File: config.mk
export PLATFORM = sky130hd
export DESIGN_NAME = mem_stream_reader_flat
export DESIGN_NICKNAME = d
export VERILOG_FILES = /design/src/rtl/mem_pkg.sv /design/src/rtl/mem_stream_reader_if.sv /design/src/rtl/sync_fifo_skid.sv /design/src/rtl/mem_stream_reader.sv /design/src/flat_wrapper.sv
export SDC_FILE = /design/constraint.sdc
export NUM_CORES = 1
export LEC_CHECK = 0
export ABC_CLOCK_PERIOD_IN_PS = 4500
export BUFFER_PORTS_ARGS = -buffer_cell sky130_fd_sc_hd__buf_4
export CAP_MARGIN = 20
export CORE_ASPECT_RATIO = 1.75
export CORE_MARGIN = 2
export CORE_UTILIZATION = 35
export DETAILED_ROUTE_END_ITERATION = 10
export SYNTH_ARGS = -nofsm -noshare
export SYNTH_HDL_FRONTEND = slang
export SYNTH_SLANG_ARGS = --single-unit
export TNS_END_PERCENT = 10
File: constraint.sdc
create_clock -name clk -period 4.5 [get_ports clk]
set_input_delay 0.9 -clock clk [delete_from_list [all_inputs] [get_ports clk]]
set_output_delay 0.9 -clock clk [all_outputs]
set_load 0.05 [all_outputs]
File: src/rtl/mem_pkg.sv
// Shared types and helpers for the memory streaming blocks.
//   rd_state_t   : reader FSM states
//   MIN_FIFO_OFF : skid FIFO must hold RD_LAT + MIN_FIFO_OFF entries
//   addr_w()     : address width for a given memory depth
package mem_pkg;
  typedef enum logic [1:0] {IDLE, ISSUE, DRAIN, FINISH} rd_state_t;

  localparam int MIN_FIFO_OFF = 2;

  function automatic int addr_w(input int depth);
    return (depth > 1) ? $clog2(depth) : 1;
  endfunction
endpackage

File: src/rtl/mem_stream_reader_if.sv
// Bundle of the reader's command, memory read port and output stream.
//   cmd_*        : command handshake {start address, word count}
//   enB/addrB    : memory read request, doutB : memory read data
//   m_*          : output word stream with last marker
//   busy/done    : status
// master = the reader, slave = its environment.
interface mem_stream_reader_if import mem_pkg::*; #(
  parameter int WIDTH = 32,
  parameter int DEPTH = 512
);
  localparam int AW = addr_w(DEPTH);

  logic             cmd_valid;
  logic             cmd_ready;
  logic [AW-1:0]    cmd_addr;
  logic [AW:0]      cmd_len;
  logic             enB;
  logic [AW-1:0]    addrB;
  logic [WIDTH-1:0] doutB;
  logic             m_valid;
  logic             m_ready;
  logic [WIDTH-1:0] m_data;
  logic             m_last;
  logic             busy;
  logic             done;

  modport master (
    input  cmd_valid, cmd_addr, cmd_len, doutB, m_ready,
    output cmd_ready, enB, addrB, m_valid, m_data, m_last, busy, done
  );
  modport slave (
    output cmd_valid, cmd_addr, cmd_len, doutB, m_ready,
    input  cmd_ready, enB, addrB, m_valid, m_data, m_last, busy, done
  );
endinterface

File: src/rtl/sync_fifo_skid.sv
// Small synchronous FIFO with occupancy count, used to absorb memory read
// latency. Head entry is presented combinationally on head_o.
//   push_i/push_data_i : write strobe and data
//   pop_i              : consume head (ignored when empty)
//   head_o, empty_o    : head entry and empty flag
//   count_o            : registered occupancy
module sync_fifo_skid #(
  parameter  int W     = 33,
  parameter  int DEPTH = 3,
  localparam int CW    = $clog2(DEPTH + 1)
) (
  input  logic          clk,
  input  logic          rst,
  input  logic          push_i,
  input  logic [W-1:0]  push_data_i,
  input  logic          pop_i,
  output logic [W-1:0]  head_o,
  output logic          empty_o,
  output logic [CW-1:0] count_o
);
  localparam int PW = (DEPTH > 1) ? $clog2(DEPTH) : 1;

  logic [W-1:0]  mem_q [DEPTH];
  logic [PW-1:0] wr_q, rd_q;
  logic [CW-1:0] cnt_q;
  logic          full, do_push, do_pop;

  // Pointers wrap explicitly so non-power-of-2 depths work.
  function automatic logic [PW-1:0] ptr_nxt(input logic [PW-1:0] p);
    return (p == PW'(DEPTH - 1)) ? '0 : p + PW'(1);
  endfunction

  assign full    = (cnt_q == CW'(DEPTH));
  assign empty_o = (cnt_q == '0);
  assign do_pop  = pop_i && !empty_o;
  assign do_push = push_i && (!full || do_pop);
  assign head_o  = mem_q[rd_q];
  assign count_o = cnt_q;

  always_ff @(posedge clk or posedge rst) begin
    if (rst) begin
      wr_q  <= '0;
      rd_q  <= '0;
      cnt_q <= '0;
      for (int i = 0; i < DEPTH; i++) mem_q[i] <= '0;
    end else begin
      if (do_push) begin
        mem_q[wr_q] <= push_data_i;
        wr_q        <= ptr_nxt(wr_q);
      end
      if (do_pop) rd_q <= ptr_nxt(rd_q);
      case ({do_push, do_pop})
        2'b10:   cnt_q <= cnt_q + CW'(1);
        2'b01:   cnt_q <= cnt_q - CW'(1);
        default: ;
      endcase
    end
  end

  // The upstream credit scheme must never push into a full FIFO.
  a_no_overflow: assert property (@(posedge clk) disable iff (rst)
    !(push_i && full && !pop_i));
endmodule

File: src/rtl/mem_stream_reader.sv
// Read-side streamer for the dual-port memory wrapper. Takes a command
// {addr, len}, issues len reads on enB/addrB (wrapping modulo DEPTH), and
// streams doutB out on m_valid/m_ready with m_last on the final word.
//   clk, rst : clock, async active-high reset
//   bus      : master side of mem_stream_reader_if (command, read port,
//              output stream, busy/done)
module mem_stream_reader import mem_pkg::*; #(
  parameter int WIDTH      = 32,
  parameter int DEPTH      = 512,
  parameter int RD_LAT     = 1,
  parameter int FIFO_DEPTH = RD_LAT + MIN_FIFO_OFF
) (
  input  logic                 clk,
  input  logic                 rst,
  mem_stream_reader_if.master  bus
);
  localparam int AW = addr_w(DEPTH);
  localparam int CW = $clog2(FIFO_DEPTH + 1);

  if (FIFO_DEPTH < RD_LAT + MIN_FIFO_OFF) begin : g_bad_depth
    $error("FIFO_DEPTH must be at least RD_LAT+2");
  end

  rd_state_t         state_q;
  logic              cmd_ready_q, busy_q, done_q;
  logic [AW-1:0]     addr_q;
  logic [AW:0]       rem_q;
  logic [RD_LAT-1:0] pv_q, pl_q;   // in-flight {valid,last} per latency stage
  logic [CW-1:0]     inflight, fifo_cnt;
  logic [CW:0]       credit_sum;
  logic              issue, fifo_empty, pop, last_pop;
  logic [WIDTH:0]    head;

  always_comb begin
    inflight = '0;
    for (int i = 0; i < RD_LAT; i++) inflight = inflight + CW'(pv_q[i]);
  end

  // Credit uses registered occupancy only: every outstanding read already
  // owns a FIFO slot, so the FIFO cannot overflow whatever m_ready does.
  assign credit_sum = {1'b0, inflight} + {1'b0, fifo_cnt};
  assign issue      = (state_q == ISSUE) && (rem_q != '0) &&
                      (credit_sum < (CW+1)'(FIFO_DEPTH));
  assign pop        = !fifo_empty && bus.m_ready;
  assign last_pop   = pop && head[WIDTH];

  always_ff @(posedge clk or posedge rst) begin
    if (rst) begin
      state_q     <= IDLE;
      cmd_ready_q <= 1'b1;
      busy_q      <= 1'b0;
      done_q      <= 1'b0;
      addr_q      <= '0;
      rem_q       <= '0;
      pv_q        <= '0;
      pl_q        <= '0;
    end else begin
      case (state_q)
        IDLE: if (bus.cmd_valid) begin
          addr_q      <= bus.cmd_addr;
          rem_q       <= bus.cmd_len;
          cmd_ready_q <= 1'b0;
          busy_q      <= 1'b1;
          // A zero-length command passes through the (already empty)
          // drain check, which places its done pulse two cycles later.
          state_q     <= (bus.cmd_len == '0) ? DRAIN : ISSUE;
        end
        ISSUE: if (issue && rem_q == (AW+1)'(1)) state_q <= DRAIN;
        DRAIN: if (last_pop || (inflight == '0 && fifo_empty)) begin
          state_q <= FINISH;
          done_q  <= 1'b1;
        end
        FINISH: begin
          state_q     <= IDLE;
          done_q      <= 1'b0;
          busy_q      <= 1'b0;
          cmd_ready_q <= 1'b1;
        end
        default: state_q <= IDLE;
      endcase

      if (issue) begin
        addr_q <= (addr_q == AW'(DEPTH - 1)) ? '0 : addr_q + AW'(1);
        rem_q  <= rem_q - (AW+1)'(1);
      end

      pv_q[0] <= issue;
      pl_q[0] <= issue && (rem_q == (AW+1)'(1));
      for (int i = 1; i < RD_LAT; i++) begin
        pv_q[i] <= pv_q[i-1];
        pl_q[i] <= pl_q[i-1];
      end
    end
  end

  // The exiting pipe stage lines up with doutB, so capture it directly.
  sync_fifo_skid #(.W(WIDTH + 1), .DEPTH(FIFO_DEPTH)) u_fifo (
    .clk         (clk),
    .rst         (rst),
    .push_i      (pv_q[RD_LAT-1]),
    .push_data_i ({pl_q[RD_LAT-1], bus.doutB}),
    .pop_i       (bus.m_ready),
    .head_o      (head),
    .empty_o     (fifo_empty),
    .count_o     (fifo_cnt)
  );

  assign bus.cmd_ready = cmd_ready_q;
  assign bus.busy      = busy_q;
  assign bus.done      = done_q;
  assign bus.enB       = issue;
  assign bus.addrB     = addr_q;
  assign bus.m_valid   = !fifo_empty;
  assign bus.m_data    = head[WIDTH-1:0];
  assign bus.m_last    = head[WIDTH];
endmodule

File: src/flat_wrapper.sv
// flat-port wrapper written by rule: the top's interface ports become plain ports
module mem_stream_reader_flat import mem_pkg::*;
#(
  parameter int WIDTH      = 32,
  parameter int DEPTH      = 512,
  parameter int RD_LAT     = 1,
  parameter int FIFO_DEPTH = RD_LAT + MIN_FIFO_OFF
)
  (clk, rst, bus_cmd_valid, bus_cmd_addr, bus_cmd_len, bus_doutB, bus_m_ready, bus_cmd_ready, bus_enB, bus_addrB, bus_m_valid, bus_m_data, bus_m_last, bus_busy, bus_done);
  mem_stream_reader_if #(.WIDTH(WIDTH), .DEPTH(DEPTH)) bus_i ();
  input  logic clk;
  input  logic rst;
  input wire logic [$bits(bus_i.cmd_valid)-1:0] bus_cmd_valid;
  input wire logic [$bits(bus_i.cmd_addr)-1:0] bus_cmd_addr;
  input wire logic [$bits(bus_i.cmd_len)-1:0] bus_cmd_len;
  input wire logic [$bits(bus_i.doutB)-1:0] bus_doutB;
  input wire logic [$bits(bus_i.m_ready)-1:0] bus_m_ready;
  output wire logic [$bits(bus_i.cmd_ready)-1:0] bus_cmd_ready;
  output wire logic [$bits(bus_i.enB)-1:0] bus_enB;
  output wire logic [$bits(bus_i.addrB)-1:0] bus_addrB;
  output wire logic [$bits(bus_i.m_valid)-1:0] bus_m_valid;
  output wire logic [$bits(bus_i.m_data)-1:0] bus_m_data;
  output wire logic [$bits(bus_i.m_last)-1:0] bus_m_last;
  output wire logic [$bits(bus_i.busy)-1:0] bus_busy;
  output wire logic [$bits(bus_i.done)-1:0] bus_done;
  assign bus_i.cmd_valid = bus_cmd_valid;
  assign bus_i.cmd_addr = bus_cmd_addr;
  assign bus_i.cmd_len = bus_cmd_len;
  assign bus_i.doutB = bus_doutB;
  assign bus_i.m_ready = bus_m_ready;
  assign bus_cmd_ready = bus_i.cmd_ready;
  assign bus_enB = bus_i.enB;
  assign bus_addrB = bus_i.addrB;
  assign bus_m_valid = bus_i.m_valid;
  assign bus_m_data = bus_i.m_data;
  assign bus_m_last = bus_i.m_last;
  assign bus_busy = bus_i.busy;
  assign bus_done = bus_i.done;
  mem_stream_reader #(.WIDTH(WIDTH), .DEPTH(DEPTH), .RD_LAT(RD_LAT), .FIFO_DEPTH(FIFO_DEPTH)) u_core (.clk(clk), .rst(rst), .bus(bus_i));
endmodule
=== After elaboration in Yosys (flattened, before gate mapping) ===
Index checks and enable logic that the tools add are counted.

* Register bits: 131
* Memory bits (writable): 0
* Latch bits: 0
* Output and inout port bits: 47
* Bits in read-only memories: 0
* Logic and storage cells: 93
* Input bits: 55
* Memories: 0

* $add $sub $neg: 7
* Multipliers: 0
* Eq/ne operators: 13
* Divide/modulo/power cells: 0
* Shift operators: 0
* Multiplexer cells: 27
* Bitwise logic cells: 2
* Reduce and logical (&&, ||, !) cells: 26
* Order comparisons: 4

{| class="wikitable"
|+ Operators by type and width
! kind !! count
|-
| bitwise mux 99 bit || 1
|-
| 2-to-1 mux 33 bit || 3
|-
| binary-select mux 33 bit (select 2 bit) || 1
|-
| demux 33 bit (select 2 bit) || 1
|-
| 2-to-1 mux 9 bit || 4
|-
| 2-to-1 mux 10 bit || 3
|-
| equality test 2 bit, second input constant || 6
|-
| 2-to-1 mux 2 bit || 6
|-
| equality test 10 x 1 -> 1 bit, second input constant || 1
|-
| logical NOT 10 bit || 1
|-
| nonzero test 10 bit || 1
|-
| nonzero test 2 bit || 5
|-
| subtractor 10 x 1 -> 10 bit, second input constant || 1
|-
| adder 9 x 1 -> 9 bit, second input constant || 1
|-
| equality test 9 bit, second input constant || 1
|-
| logical AND 1 bit || 8
|-
| one-hot mux 2 bit (4 select lines) || 1
|-
| adder 2 x 1 -> 2 bit, second input constant || 3
|-
| >= comparator 3 bit, second input constant || 2
|-
| logical NOT 2 bit || 3
|-
| NOT 2 -> 3 bit || 2
|-
| one-hot mux 1 bit (2 select lines) || 3
|-
| AND reduction 2 bit || 3
|-
| equality test 2 x 1 -> 1 bit, second input constant || 2
|-
| other kinds (11) || 16
|}

=== Logic depth before layout (Yosys ltp) ===
Gate-level depths: netlist of the first run.

* Depth after elaboration: 8
* Mapped depth: 9
* Depth with buffers taken out: 8

=== Modules after synthesis ===
A second synthesis of the first run with hierarchy kept.

* Cell total of the unflattened synthesis: 536
* Area total of the unflattened synthesis: 6675.2 sq um

{| class="wikitable"
|+ Modules (own cells, without submodules)
! module !! area an instance (sq um) !! seq. area each (sq um) !! cells each !! times used
|-
| sync_fifo_skid || 4951.0 || 2627.5 || 355 || 1
|-
| mem_stream_reader || 1724.2 || 651.9 || 181 || 1
|}

=== Worst setup path after synthesis of the first run ===
No wires, ideal clock.

* Path kind: register -> output
* Start point: register u_core.u_fifo.rd_q[1]
* End point: output bus_m_data[10]
* Setup slack: 1.231 ns
* Buffers on the path: 2
* Stages on the path, launching flop included: 5
* Data arrival time: 2.369 ns
* Required time: 3.600 ns
* Path through: dfrtp_1 -> clkbuf_1 -> clkbuf_1 -> mux2i_1 -> o21ai_0

* Cells in the longest elaborated chain, start to end: 4

{| class="wikitable"
|+ RTL lines
! element !! RTL line !! text
|-
| start: declaration || sync_fifo_skid.sv:24 || <nowiki>logic [PW-1:0] wr_q, rd_q;</nowiki>
|-
| start signal: assignment || sync_fifo_skid.sv:51 || <nowiki>if (do_pop) rd_q <= ptr_nxt(rd_q);</nowiki>
|-
| NOT 2 -> 3 bit (not written as such) || sync_fifo_skid.sv:37 || <nowiki>assign head_o = mem_q[rd_q];</nowiki>
|-
| binary-select mux 33 bit (select 2 bit) || sync_fifo_skid.sv:37 ||
|-
| 2-to-1 mux 33 bit (not written as such) (2 in series) || sync_fifo_skid.sv:37 ||
|-
| end: declaration || flat_wrapper.sv:22 || <nowiki>output wire logic [$bits(bus_i.m_data)-1:0] bus_m_data;</nowiki>
|}

Every way passes these cells. The select of a mux whose other input is x is not followed.

=== Final worst setup path of the first run ===
* Start point: register u_core.rem_q[0]
* End point: output bus_enB

* Cells in the longest elaborated chain, start to end: 3

{| class="wikitable"
|+ RTL lines
! element !! RTL line !! text
|-
| start: declaration || mem_stream_reader.sv:27 || <nowiki>logic [AW:0] rem_q;</nowiki>
|-
| start signal: assignment || mem_stream_reader.sv:61 || <nowiki>rem_q <= bus.cmd_len;</nowiki>
|-
| start signal: assignment || mem_stream_reader.sv:84 || <nowiki>rem_q <= rem_q - (AW+1)'(1);</nowiki>
|-
| nonzero test 10 bit || mem_stream_reader.sv:42 || <nowiki>assign issue = (state_q == ISSUE) && (rem_q != '0) &&</nowiki>
|-
| logical AND 1 bit (2 in series) || mem_stream_reader.sv:42 ||
|-
| end: declaration || flat_wrapper.sv:19 || <nowiki>output wire logic [$bits(bus_i.enB)-1:0] bus_enB;</nowiki>
|}

Every way passes these cells.

==> results.toml, run 1 <==
[power_and_ir_drop]
power.density_nw_per_um2 = 900
peakVddDrop_mv = 0.392
leakage_nw = 3.49

[final_layout]
antenna_cells = 0
layout-drive-gt1-share_pct = 39.8
fin_area_um2 = 7890
syn_to_final_growth_pct = 26.8
nNetsFinal = 687
final_util_pct = 45.2

[place]
port_buffers = 101
dpl_cell_area_um2 = 7230
place.gp.congestion = 0.894
hpwl_mm = 10.2

[clock_tree]
path_clk_slew_ps = 60
htree_levels = 4
post-cts-setup-buffer-count = 0
cts_tree = "built"
cts_root_buf = "clkbuf_16"
clockBufferDepth = 2
cts_buffers = 17
ctsResizeCount = 0
numClockSinks = 131
cts_hold_buf = 0
clock_latency_ps = 410

[timing]
finalSetupViolations = 0
maxSlewHeadroom_pct = 32.4
period_minus_slack_ps = 3520
tightestPinTransition_ps = 1010
clock.fmax_mhz = 284
hold_violations = 0
period_share_pct = 78.2
finalMaxSlewViolations = 0
finalClockSkew_ps = 10.6
rsz0062_at_grt = "no"
setup_tns_ps = 0

[synthesis]
synth-compound-area-share_pct = 8.77
netlist_top_cells_count = "130 x dfrtp_1, 100 x mux2_2, 49 x nand2_1"
synth_fa_ha_area_share_pct = 2.21
ys_seq_area_share_pct = 52.7
synth-simple-area-share_pct = 9.05
netlist_area_um2 = 6220
async_flop_share_pct = 100
yosysTopAreaCell = "dfrtp_1"
synth.area.mux_share_pct = 24.2
synth_xor_area_share_pct = 0.422
synth-edff-count = 0
yosys_warnings = 0
ys.flop_type = "dfrtp_1"
synth_top_family_by_area = "multiplexers"
yosysMostFrequentCell = "dfrtp_1"
synth_cells = 523
synthTopCellsByArea = "dfrtp_1 52%, mux2_2 18%, mux2i_1 6.0%, o21ai_0 3.3%, nand2_1 3.0%"
synth_top_area_share_pct = 52.3
synth.ff_latch_count = 131
synth.net_count = 589
syn_area_per_cell_um2 = 11.9
synth.distinct_cells = 54

[setup_path]
cp_cell_sequence = "inv_1 -> ha_1 -> or3b_1 -> or4_4 -> nand2_4 -> inv_4 -> buf_4"
path_max_fanout = 11
timing.rr.end = "u_core.bus.addrB[4]"
critical_path_class = "flop to output pin"
ff2ff_path_depth = 7
cpPeakStageDelay_ps = 590
cp_slowest_cell = "or4_4"
critPathCaptureType = "output pin"
critPathTopFamily = "simple AND/OR/NAND/NOR gates"
crit_buf_inv = 3
arrival_ps = 2620
worstPathRequired_ps = 3600
reg2reg_from = "u_core.rem_q[0]"
r2r_slack_ps = 1840
critical_path.startpoint_type = "flop"

[global_routing]
first_global_vias = 4811
grt_max_degree = 79
antenna_found_initial = 0
grt_overflow = 0
globalRouteTotalUtil_pct = 16.4
grt_first_pass_wirelength_mm = 24.6

[detailed_routing]
drtPass1Iterations = 4
drcViolationCount = 0
avgRoutedWirePerCell_um = 17.2
num_vias = 4443
vias_per_cell = 5.14
ant_nets = 0
drt-total-wl_mm = 14.9
drt_iter0_markers = 134

[min_path]
hp-class = "primary input to async pin"

[die]
boundaryPins = 102
start_util_pct = 35.6
fp.coreArea_um2 = 17500
die_w_um = 105
die-area_um2 = 18900
die_h_um = 180
fp-row-count = 64

[flow_run]
cap_viol_max_count = 0

[status]
status = "finished clean"
==> state kept, by name (all words and copies together), names as in the netlist <==
| register | count |
|---|---|
| u_core.bus.addrB | 9 |
| u_core.bus.busy | 1 |
| u_core.bus.cmd_ready | 1 |
| u_core.bus.done | 1 |
| u_core.pl_q | 1 |
| u_core.pv_q | 1 |
| u_core.rem_q | 10 |
| u_core.state_q | 2 |
| u_core.u_fifo.count_o | 2 |
| u_core.u_fifo.mem_q | 99 |
| u_core.u_fifo.rd_q | 2 |
| u_core.u_fifo.wr_q | 2 |
==> power breakdown <==
group,internal [mW],switching (mW),total (mW)
Sequential,1.76,0.360,2.12
Combinational,1.31,2.19,3.49
Clock,0.981,0.509,1.49
Total,4.05,3.06,7.11
==> metrics by stage <==
stage | worst slack, ps | std cells | hold WS, ps | power [mW]
after global routing | 872 | 864 | 392 | 7.53
after floorplan | 104 | 523 | 464 | 4.64
after global placement | 1470 | 832 | 486 | 5.55
final | 980 | 864 | 394 | 7.11
after detailed placement | 1410 | 832 | 494 | 5.66
after CTS | 972 | 863 | 507 | 7.18
==> layout by cell type (no fill, tap or decap), types with 3 or more instances in the layout <==
cell / instances
nand2b_1: 5
nand3_1: 4
and3_1: 4
nor3b_1: 3
a221o_1: 5
clkinvlp_4: 3
mux2i_1: 37
dfrtp_1: 129
or3_1: 4
a21o_1: 3
bufinv_16: 5
nand2_1: 48
nor2_1: 13
a21oi_1: 14
nand3b_1: 4
nor3_1: 4
nor4_1: 3
o21ai_0: 41
clkbuf_16: 17
o22ai_1: 5
ha_1: 11
buf_4: 105
o21ai_1: 4
inv_1: 11
mux2_2: 100
==> per-layer routing <==
metal	wire length, µm	up-vias	share of wire, %	GRT usage (%)
li1	-	2073	-	-
met1	5720	2234	38	17.8
met2	8160	111	55	30.3
met3	582	25	3.9	3.47
met4	397	0	2.7	7.20
met5	0	-	0	0
==> cell families after synthesis <==
| group | after synthesis |
|---|---|
| DFF | 131 |
| adders and majority gates | 11 |
| buffers and inverters | 41 |
| AOI/OAI and AO/OA | 89 |
| and+or+nand+nor | 110 |
| muxes | 138 |
| xor gates and xnor gates | 3 |
==> cell type report <==
type	instances	area, µm²
well taps	231	289
clock buffers	18	429
repair buffers	107	836
multi-input cells	351	2800
flip-flops and latches	131	3280
clock inverters	13	209
inverters	13	53.8
fillers	1657	9560
==> how the worst max path moves through the flow <==
| stage | from | end | slack [ps] | depth (start not counted) |
|---|---|---|---|---|
| after floorplan | rst | u_core.bus.addrB[0] | 100 | 1 |
| after global placement | u_core.rem_q[0] | bus_enB | 1470 | 7 |
| after detailed placement | u_core.rem_q[0] | bus_enB | 1410 | 7 |
| after CTS | u_core.rem_q[0] | bus_enB | 970 | 7 |
| after global routing | u_core.rem_q[0] | bus_enB | 870 | 7 |
| final | u_core.rem_q[0] | bus_enB | 980 | 7 |
No activity file was read; power rests on OpenSTA's default activity.
==> run 2: changes to the inputs <==
- ABC_AREA: unset -> 1
- ABC_CLOCK_PERIOD_IN_PS: 4500 -> 3430
- clock period: 4.5 -> 3.43 ns (I/O delays scaled with it)
==> results.toml, run 2 <==
[setup_path]
critPathCaptureType = "output pin"
worstPathRequired_ps = 2740
critical_path.startpoint_type = "flop"
ff2ff_path_depth = 11
timing.rr.end = "u_core.rem_q[1]"
critPathCapture = "bus_enB"
r2r_slack_ps = 1040
path_max_fanout = 6
arrival_ps = 2120
critical_path_class = "flop to output pin"
reg2reg_from = "u_core.u_fifo.count_o[0]"
cp-startpoint = "u_core.u_fifo.count_o[0]"

[detailed_routing]
vias_per_cell = 4.75
drcViolationCount = 0
avgRoutedWirePerCell_um = 13.8
drt-total-wl_mm = 15.2
drt_iter0_markers = 278
ant_nets = 0
drtPass1Iterations = 5
num_vias = 5249

[synthesis]
netlist_top_cells_count = "213 x nand2_1, 130 x dfrtp_1, 88 x nand3_1"
synth_cells = 760
netlist_area_um2 = 6510
ys_seq_area_share_pct = 50.4
yosysMostFrequentCell = "nand2_1"
synth-edff-count = 0
synth.ff_latch_count = 131
synthTopCellsByArea = "dfrtp_1 50%, nand2_1 12%, nand3_1 6.8%, o21ai_1 5.9%, inv_1 3.5%"
synth.distinct_cells = 36
synth_top_area_share_pct = 50.0
syn_area_per_cell_um2 = 8.57
synth.net_count = 826
ys.flop_type = "dfrtp_1"
async_flop_share_pct = 100
yosys_warnings = 0
yosysTopAreaCell = "dfrtp_1"

[die]
boundaryPins = 102
die_w_um = 107
fp-row-count = 66
die-area_um2 = 19700
fp.coreArea_um2 = 18400
die_h_um = 184
start_util_pct = 35.4

[clock_tree]
path_clk_slew_ps = 60
cts_tree = "built"
htree_levels = 4
post-cts-setup-buffer-count = 0
clock_latency_ps = 410
cts_hold_buf = 0
numClockSinks = 131
ctsResizeCount = 0
clockBufferDepth = 2
cts_buffers = 17
cts_root_buf = "clkbuf_16"

[global_routing]
grt_first_pass_wirelength_mm = 25.6
antenna_found_initial = 0
globalRouteTotalUtil_pct = 16.3
grt_overflow = 0
grt_max_degree = 67
first_global_vias = 5260

[final_layout]
final_cells = 1104
antenna_cells = 0
multi_input_area_um2 = 2690
regMostFlops = "u_core.u_fifo.mem_q"
nFillCells = 1890
syn_to_final_growth_pct = 22.9
layout_commonest_cell = "nand2_1"
seq_area_um2 = 3280
layout-drive-gt1-share_pct = 23.4
final_cell_mix = "213 x nand2_1, 130 x dfrtp_1, 112 x buf_4"
nNetsFinal = 919
largest_register_ffs = 99

[place]
pre_cts_ws_ps = 971
place.gp.congestion = 0.763
place_inst = 1072
port_buffers = 101
hpwl_mm = 10.1

[power_and_ir_drop]
peakVddDrop_mv = 0.661
power.density_nw_per_um2 = 1130
leakage_nw = 3.95

[timing]
period_minus_slack_ps = 2810
holdWs_ps = 433
maxSlewHeadroom_pct = 41.3
rsz0062_at_grt = "no"
clock.fmax_mhz = 356
period_share_pct = 81.9
setup_tns_ps = 0
finalSetupViolations = 0
finalWorstSetupSlack_ps = 622
tightestPinTransition_ps = 880
finalMaxSlewViolations = 0
finalClockSkew_ps = 12.0
hold_violations = 0

[min_path]
hp-class = "primary input to async pin"

[status]
status = "finished clean"

[flow_run]
cap_viol_max_count = 0
==> run 2: worst min path at each step <==
stage               slack (ps)  depth (start not counted)                       to
floorplan                  450                          2  u_core.u_fifo.mem_q[26]
global placement           460                          2  u_core.u_fifo.mem_q[95]
detailed placement         470                          2  u_core.u_fifo.mem_q[95]
CTS                        450                          2  u_core.u_fifo.mem_q[16]
global route               490                          2  u_core.u_fifo.mem_q[16]
finish                     430                          2  u_core.u_fifo.mem_q[10]
==> run 2: critical path, cell delays in order, from the launching register on <==
cell	delay [ps]
dfrtp_1	460
ha_1	230
ha_1	260
nand2_1	50
nand2_1	40
nor2_1	250
nand2_4	80
inv_2	120
buf_4	220
==> run 2: stage by stage <==
step                      util, %  cell area [µm²]  total power, mW
after floorplan                 -             6510             6.12
after global placement       40.1             7390             7.20
after detailed placement     40.1             7390             7.25
after CTS                    43.5             8000             9.17
after global routing         43.5             8000             9.72
final                        43.5             8000             9.05
==> run 2: power breakdown <==
group / switching (mW) / internal (mW) / total, mW
registers: 0.461 / 2.24 / 2.70
logic: 3.05 / 1.41 / 4.47
clock network: 0.702 / 1.18 / 1.88
==> run 2: final cells by class <==
cell class	count	share of cell area, %
Clock buffer	19	5.53
Clock inverter	13	2.16
Inverter	68	3.24
Multi-Input combinational cell	522	33.6
Sequential cell	131	41.0
Tap cell	238	3.72
Timing Repair Buffer	113	10.8
==> run 2: routing by layer <==
| layer | track usage [%] | vias up | routed length [µm] |
|---|---|---|---|
| met4 | 4.94 | 0 | 217 |
| met5 | 0 | - | 0 |
| met1 | 18.9 | 2464 | 6400 |
| met2 | 29.8 | 111 | 7980 |
| met3 | 3.15 | 12 | 611 |
| li1 | - | 2662 | - |
==> run 2: cell families (layout without fill, tap and decap cells) <==
group                    Yosys count  in the layout  synth area share [%]
AND/OR/NAND/NOR                  354            354                  24.4
buffers and inverters            107            213                  8.42
multiplexers                       1              1                 0.173
flip-flops                       131            131                  50.4
adder cells (fa/ha/maj)           11             11                  2.11
AO/OA/AOI/OAI                    146            146                  13.1
XOR/XNOR                          10             10                  1.35
